File: src/rtl/stage5_scoreboard.sv
// Per-register pending-write scoreboard with RAW/WAW-full stall generation,
// write-back bypass, flush, sticky underflow detection and a drain (fence) FSM.
module stage5_scoreboard #(
  parameter int unsigned NREGS     = 32,
  parameter int unsigned NWB       = 2,
  parameter int unsigned CNT_W     = 2,
  parameter bit          WB_BYPASS = 1'b1
) (
  input  logic                          CLK,
  input  logic                          RST,
  input  logic [$clog2(NREGS)-1:0]      rs1_d,
  input  logic [$clog2(NREGS)-1:0]      rs2_d,
  input  logic                          issue_valid,
  input  logic                          issue_reg_write,
  input  logic [$clog2(NREGS)-1:0]      issue_rd,
  input  logic [NWB-1:0]                wb_valid,
  input  logic [NWB*$clog2(NREGS)-1:0]  wb_rd,
  input  logic                          flush,
  input  logic                          drain_req,
  output logic                          hazard_stall,
  output logic                          drain_ack,
  output logic                          empty,
  output logic                          underflow_err
);

  localparam int unsigned RW = $clog2(NREGS);
  localparam int unsigned DW = $clog2(NWB + 1);
  localparam int unsigned SW = ((CNT_W > DW) ? CNT_W : DW) + 1;

  typedef enum logic [0:0] {StIdle, StDrain} drain_st_e;

  drain_st_e        state_q, state_d;
  logic             drain_ack_q, drain_ack_d;
  logic             underflow_q, underflow_d;
  logic [CNT_W-1:0] cnt_q [NREGS];
  logic [CNT_W-1:0] cnt_d [NREGS];
  logic [DW-1:0]    ret_cnt [NREGS];
  logic [NREGS-1:0] pend;
  logic             issue_wr, waw_full, raw_hit, accept, under_any;

  // Number of write-back ports retiring each register this cycle.
  always_comb begin
    for (int unsigned r = 0; r < NREGS; r++) begin
      ret_cnt[r] = '0;
    end
    for (int unsigned r = 1; r < NREGS; r++) begin
      for (int unsigned p = 0; p < NWB; p++) begin
        if (wb_valid[p] && (wb_rd[p*RW +: RW] == RW'(r))) begin
          ret_cnt[r] = ret_cnt[r] + DW'(1);
        end
      end
    end
  end

  // A register whose last outstanding writes all retire this cycle is not pending under bypass.
  always_comb begin
    pend = '0;
    for (int unsigned r = 1; r < NREGS; r++) begin
      pend[r] = (cnt_q[r] != '0) &&
                !(WB_BYPASS && (SW'(cnt_q[r]) == SW'(ret_cnt[r])));
    end
  end

  always_comb begin
    issue_wr     = issue_valid && issue_reg_write && (issue_rd != '0);
    waw_full     = issue_wr && (cnt_q[issue_rd] == '1) && (ret_cnt[issue_rd] == '0);
    raw_hit      = pend[rs1_d] || pend[rs2_d];
    hazard_stall = raw_hit || waw_full || (state_q == StDrain);
    accept       = issue_wr && !hazard_stall;
  end

  always_comb begin
    empty = 1'b1;
    for (int unsigned r = 0; r < NREGS; r++) begin
      if (cnt_q[r] != '0) empty = 1'b0;
    end
  end

  // Counter update: excess retires beyond the current count are dropped and flagged.
  always_comb begin
    logic [SW-1:0] cur;
    logic [SW-1:0] dec;
    logic [SW-1:0] inc;
    under_any = 1'b0;
    cnt_d[0]  = '0;
    for (int unsigned r = 1; r < NREGS; r++) begin
      cur = SW'(cnt_q[r]);
      dec = SW'(ret_cnt[r]);
      inc = SW'(accept && (issue_rd == RW'(r)));
      if (dec > cur) begin
        under_any = 1'b1;
        dec       = cur;
      end
      cnt_d[r] = flush ? '0 : CNT_W'(cur + inc - dec);
    end
    underflow_d = underflow_q || (under_any && !flush);
  end

  always_comb begin
    state_d     = state_q;
    drain_ack_d = 1'b0;
    unique case (state_q)
      StIdle: begin
        if (drain_req) begin
          if (empty) drain_ack_d = 1'b1;
          else       state_d     = StDrain;
        end
      end
      StDrain: begin
        if (empty) begin
          state_d     = StIdle;
          drain_ack_d = 1'b1;
        end
      end
      default: state_d = StIdle;
    endcase
  end

  always_ff @(posedge CLK) begin
    if (RST) begin
      state_q     <= StIdle;
      drain_ack_q <= 1'b0;
      underflow_q <= 1'b0;
      cnt_q       <= '{default: '0};
    end else begin
      state_q     <= state_d;
      drain_ack_q <= drain_ack_d;
      underflow_q <= underflow_d;
      cnt_q       <= cnt_d;
    end
  end

  assign drain_ack     = drain_ack_q;
  assign underflow_err = underflow_q;

endmodule

File: config.mk
export PLATFORM = sky130hd
export DESIGN_NAME = stage5_scoreboard
export DESIGN_NICKNAME = d
export VERILOG_FILES = /design/src/rtl/stage5_scoreboard.sv
export SDC_FILE = /design/constraint.sdc
export NUM_CORES = 1
export LEC_CHECK = 0
export ABC_CLOCK_PERIOD_IN_PS = 3900
export CORE_MARGIN = 1.5
export CORE_UTILIZATION = 57
export CTS_CLUSTER_DIAMETER = 60
export DETAILED_ROUTE_END_ITERATION = 10
export HOLD_SLACK_MARGIN = 0.1
export PLACE_DENSITY = 0.75
export SYNTH_ARGS = -nofsm -noshare
export SYNTH_HDL_FRONTEND = slang
export SYNTH_SLANG_ARGS = --single-unit
export TNS_END_PERCENT = 1
File: constraint.sdc
create_clock -name CLK -period 3.9 [get_ports CLK]
set_input_delay 0.39 -clock CLK [delete_from_list [all_inputs] [get_ports CLK]]
set_output_delay 0.39 -clock CLK [all_outputs]
set_load 0.01 [all_outputs]
After elaboration in Yosys (flattened, before gate mapping)
Index checks and enable logic that the tools add are counted.
W data, S select, Z words.
- flip-flop bits (word level): 67
- bits in latches: 0
- bits in writable memories: 0
- bits in read-only memories: 0
- memories kept: 0
- add/sub/neg operators: 93
- $mul: 0
- divide/modulo/power cells: 0
- magnitude comparators: 34
- equal/unequal tests: 125
- shift operators: 0
- muxes and demuxes: 172
- bitwise operators: 2
- reduce and logical (&&, ||, !) cells: 202
- operators with widths (cell ; number):
    $eq A5 B5 Y1 const B ; 48
    $mux W2 ; 66
    $logic_and A1 B1 Y1 ; 130
    $eq A5 B4 Y1 const B ; 24
    $mux W1 ; 100
    $reduce_bool A2 Y1 ; 32
    $add A2 B1 Y2 ; 31
    $add A2 B1 Y2 const B ; 31
    $eq A2 B2 Y1 ; 31
    $gt A2 B2 Y1 ; 31
    $sub A2 B2 Y2 ; 31
    $eq A5 B3 Y1 const B ; 12
    $logic_not A1 Y1 ; 33
    $eq A5 B2 Y1 const B ; 6
    $bmux W2 S5 ; 2
    $eq A5 B1 Y1 const B ; 3
    $lt A5 B6 Y1 const B ; 2
    $bmux W1 S5 ; 2
    $ge A6 B6 Y1 const B ; 1
    $not A5 Y6 ; 1
    $reduce_bool A5 Y1 ; 1
    $logic_or A1 B1 Y1 ; 4
    $pmux W1 S2 ; 2
    $eq A2 B2 Y1 const B ; 1
    3 further kinds ; 3

Longest topological paths before layout
- word-level depth: 39
- gate-level depth with buffers: 20

Worst setup path after synthesis
No wires, ideal clock.
- path kind: input port to flip-flop
- start point: in wb_rd[5]
- end point: reg cnt_q[59] (netlist bit)
- arrival: 4.016 ns
- data required time: 3.822 ns
- setup slack: -0.194 ns
- cell stages on the path: 20
- path buffers: 2
- cells stage by stage: nand2b_1 -> clkbuf_1 -> nor2_1 -> ha_1 -> inv_1 -> ha_1 -> a2bb2oi_1 -> mux4_2 -> nor2_1 -> nor4_1 -> a211o_1 -> nor4_2 -> buf_6 -> nand3_2 -> ha_1 -> inv_1 -> ha_1 -> xor2_1 -> and3_1 -> nor3_1
- longest elaborated chain between the ends: 16
- elaborated cells on any way between the ends: 205
- RTL lines (what ; line ; RTL):
    from (decl) ; 17 ; input logic [NWB*$clog2(NREGS)-1:0] wb_rd,
    $eq A5 B1 Y1, or another cell as far along ; 48 ; if (wb_valid[p] && (wb_rd[p*RW +: RW] == RW'(r))) begin
    $logic_and A1 B1 Y1 ; 48 ;
    $mux W2 ; 48 ;
    $eq A2 B2 Y1 ; 60 ; !(WB_BYPASS && (SW'(cnt_q[r]) == SW'(ret_cnt[r])));
    $logic_not A1 Y1 ; 60 ;
    $logic_and A1 B1 Y1 ; 59 ; pend[r] = (cnt_q[r] != '0) &&
    $bmux W1 S5 ; 67 ; raw_hit = pend[rs1_d] || pend[rs2_d];
    $mux W1 (implied by the code) ; 67 ;
    $logic_or A1 B1 Y1 ; 67 ;
    $logic_or A1 B1 Y1 (2 in series) ; 68 ; hazard_stall = raw_hit || waw_full || (state_q == StDrain);
    $logic_not A1 Y1 ; 69 ; accept = issue_wr && !hazard_stall;
    $logic_and A1 B1 Y1 ; 69 ;
    $logic_and A1 B1 Y1 ; 89 ; inc = SW'(accept && (issue_rd == RW'(r)));
    $add A2 B1 Y2 ; 94 ; cnt_d[r] = flush ? '0 : CNT_W'(cur + inc - dec);
    $sub A2 B2 Y2 * ; 94 ;
    to (signal assigned) ; 129 ; cnt_q <= cnt_d;
    to (decl) ; 35 ; logic [CNT_W-1:0] cnt_q [NREGS];
Every way passes the cells marked *; elsewhere a longest branch is shown, timed or not. The select of a mux whose other input is x is not followed.
A chain may end at the register's enable or synchronous reset.

Worst setup path in the final report
- start point: in wb_rd[4]
- end point: reg cnt_q[19] (netlist bit)
- longest elaborated chain between the ends: 18
- elaborated cells on any way between the ends: 267
- RTL lines (what ; line ; RTL):
    $eq A5 B1 Y1, or another cell as far along ; 48 ;
    $logic_and A1 B1 Y1 ; 48 ;
    $mux W1 ; 48 ;
    $add A2 B1 Y2 ; 49 ; ret_cnt[r] = ret_cnt[r] + DW'(1);
    $mux W2 ; 48 ;
    $eq A2 B2 Y1 ; 60 ;
    $logic_not A1 Y1 ; 60 ;
    $logic_and A1 B1 Y1 ; 59 ;
    $bmux W1 S5 ; 67 ;
    $mux W1 (implied by the code) ; 67 ;
    $logic_or A1 B1 Y1 ; 67 ;
    $logic_or A1 B1 Y1 (2 in series) ; 68 ;
    $logic_not A1 Y1 ; 69 ;
    $logic_and A1 B1 Y1 ; 69 ;
    $logic_and A1 B1 Y1 ; 89 ;
    $add A2 B1 Y2 ; 94 ;
    $sub A2 B2 Y2 * ; 94 ;
Marks and branches as above.

==> results.txt <==
Iter 0 DRT Violations: 1156
Routed Antenna Nets: 0
Comb power frac: 0.314
final hold vios: 0
Net count, final: 1483
crit path DAT: 4.28 ns
Design Area, Final: 11490 µm²
RSZ-0062 raised after global routing: yes
pre-CTS setup slack: -1.116 ns
Tot GR Track Use: 0.3989
clk buf depth: 2
GRT overflow: 0
FF-to-FF End: cnt_q[19]
DIE AREA: 16040 µm²
CTS tree: done
Pleak: 5.594 nW
Placed Instances: 1464
Syn. warnings: 0
Pins Over Slew Limit: 0
sequential fraction of design power: 0.318
FF-to-FF setup slack: 0.13 ns
Clock Latency Late Sink: 0.35 ns
hold buffers post-CTS: 0
via count of the first global-routing pass: 9138
post-DP HPWL: 23090 µm
register area share after synthesis: 0.1493
largest net degree at the start of global routing: 33
Die H: 126.7 µm
DR vias: 9483
Area growth syn-to-layout: 31.85%
Post-synth EDFFs: 0
DR DRC count: 0
Vias/cell: 6.373
Slew headroom: 0.3423
Crit Path Class: in -> reg
hold_sp: underflow_err
failing checks: setup timing
Root Driver: clkbuf_16
actual slew at the worst max-slew pin: 0.9842 ns
Sw Pwr: 0.7324 mW
post-synthesis average cell area: 7.811 µm²
sw frac: 0.3350
TritonRoute pass-1 iters: 7
setup slack after layout: -0.1928 ns
row cnt: 45
R2R Path Start: cnt_q[23]
WHS Endpoint: underflow_err
Core Util, Final: 0.7617
period utilisation layout: 1.049
Tot Pwr: 2.186 mW
Max Freq: 244.3 MHz
initial antenna violation count: 0
drt wl/cell: 21.16 µm
Clk network pwr share: 0.368
Core Region: 15090 µm²
asr flop ratio synth: 0
Power Dens Cells: 190.2 nW/µm²
Ports: 37
maximum vdd drop: 0.1993 mV
placed standard-cell area: 10520 µm²
cts bufs inserted: 9
Cell Area, Synth: 8717 µm²
final setup fails: 32
r2r worst-path depth: 18
initial standard-cell utilization of the core: 0.5777
Hold/Removal Path Class: reg -> reg
max-cap violations: 0
library cells used by synthesis: 66
Layout Skew: 0.009142 ns
most frequent cells in the layout: buf_4 (174), ha_1 (141), inv_1 (95)
critical path fanouts, max: 7
Internal: 1.454 mW
buffers added on ports: 36
hold path cells: 2
clock sink count: 65
CP Launch Type: input pin
minimum clock period: 4.093 ns
ANT cells: 0
first-pass GRT wire length: 49390 µm
die width: 126.7 µm
# H-tree levels: 3
nature of the critical path endpoint: flop
CP required: 4.09 ns
clock-pin slew on the worst setup and hold paths: 0.06 ns
Routability Congestion: 1.007
total wire length: 31480 µm
status: finished with violations
Cells after Synth: 1116
commonest non-fill, non-tap cell in the layout: buf_4
synthesis-stage register bit count: 65
Top FF cell, synth: dfxtp_1
share of cells above drive strength 1: 0.2854
Non-Filler Instances: 1488
syn nets: 1301
through the flow:
stage | setup TNS (ns) | hold slack [ns]
after floorplan | -0.2154 | 0.4624
after global routing | -11.12 | 0.5313
after detailed placement | -59.73 | 0.4925
final | -3.723 | 0.4956
after CTS | -0.5515 | 0.4998
after global placement | -55.58 | 0.4590
power groups by stage:
| stage | Sequential (mW) | Combinational [mW] | Clock (mW) |
|---|---|---|---|
| after floorplan | 0.704 | 0.304 | 0 |
| after global placement | 0.708 | 0.568 | 0 |
| after detailed placement | 0.708 | 0.575 | 0 |
| after CTS | 0.695 | 0.652 | 0.805 |
| after global routing | 0.698 | 0.719 | 0.831 |
| final | 0.696 | 0.686 | 0.804 |
worst max-delay path, stage by stage:
cell       delay, ns
clkbuf_4        0.18
nor2b_4         0.18
nand3_2         0.15
buf_4           0.18
nor2_1          0.13
ha_1            0.27
inv_1           0.07
ha_1            0.23
a2bb2oi_1       0.47
mux2i_1         0.15
a21o_1          0.21
a21oi_1         0.12
a211o_1         0.15
nor4_4          0.04
buf_4           0.14
buf_12          0.12
buf_12          0.14
nand3_4         0.08
ha_4            0.20
inv_1           0.05
ha_1            0.16
xor2_1          0.21
and3_1          0.18
nor3_1          0.04
what timing repair did:
item / CTS / global route
setup buffers: 9 / 1
pin swaps: 32 / 5
gates cloned: 1 / 0
gates resized for setup: 156 / 19
setup endpoints to repair: 63 / 63
flip-flops by register name, summed over array words and instances (netlist names):
register and cells:
cnt_q 62, drain_ack 1, state_q 1, underflow_err 1
worst max-delay path by stage:
stage                      to  cells past startpoint  slack (ns)        start
global placement    cnt_q[45]                     21       -1.01     wb_rd[9]
detailed placement  cnt_q[17]                     21       -1.12     wb_rd[9]
global route         cnt_q[9]                     22       -0.39     wb_rd[6]
floorplan           cnt_q[59]                     16      -0.007     wb_rd[7]
CTS                 cnt_q[17]                     22       -0.09  wb_valid[1]
finish              cnt_q[19]                     24       -0.19     wb_rd[4]
cells by family (layout without fill, tap and decap cells):
group / Yosys count / count (layout) / share of synthesized area
AO/OA/AOI/OAI: 172 / 172 / 0.1293
XOR/XNOR: 65 / 65 / 0.06689
adder cells (fa/ha/maj): 152 / 152 / 0.2182
buffers and inverters: 150 / 334 / 0.06904
flip-flops: 65 / 65 / 0.1493
multiplexers: 43 / 43 / 0.06229
AND/OR/NAND/NOR: 469 / 469 / 0.3050
cell usage after synthesis (all sizes together) (2+ instances only):
master / number / area, µm²
xor2: 59 / 516.8
dfxtp: 65 / 1301
and3b: 3 / 26.28
nand4b: 2 / 17.52
nor4: 37 / 244.0
a2bb2oi: 11 / 96.34
clkbuf: 37 / 138.9
mux2: 30 / 337.8
nand2b: 16 / 100.1
xnor2: 5 / 43.79
mux4: 6 / 135.1
or2: 6 / 37.54
nor2: 101 / 379.1
o31a: 3 / 26.28
inv: 97 / 364.1
nand4: 13 / 81.33
and2: 32 / 200.2
a41oi: 3 / 26.28
a21oi: 41 / 205.2
mux2i: 7 / 70.07
nor2b: 39 / 244.0
a211oi: 11 / 82.58
ha: 152 / 1902
o2111ai: 4 / 35.03
and3: 29 / 181.4
or4b: 2 / 20.02
nand2: 57 / 214.0
nor3b: 4 / 30.03
buf: 16 / 98.84
o21ai: 49 / 245.2
o311ai: 4 / 35.03
o22ai: 4 / 25.02
o31ai: 4 / 30.03
nor4b: 16 / 140.1
or4: 3 / 26.27
o211ai: 3 / 22.52
o21a: 3 / 22.52
nand3: 55 / 425.4
o2bb2ai: 11 / 96.34
a311oi: 6 / 52.55
a31oi: 3 / 18.77
nor3: 49 / 250.2
nand3b: 3 / 22.52
per-layer routing:
| metal | up-vias | wire length (µm) | track usage |
|---|---|---|---|
| met3 | 148 | 3495 | 0.08899 |
| met2 | 583 | 13510 | 0.6072 |
| met4 | 0 | 2082 | 0.2721 |
| met5 | - | 0 | 0 |
| li1 | 4393 | - | - |
| met1 | 4359 | 12400 | 0.5044 |
final cells by class:
cell class / count / area (µm²)
Clock buffer: 13 / 270.3
Fill cell: 1059 / 3596
Inverter: 97 / 364.1
Multi-Input combinational cell: 901 / 7450
Sequential cell: 65 / 1301
Tap cell: 188 / 235.2
Timing Repair Buffer: 224 / 1873
No activity file was read; power rests on OpenSTA's default activity.
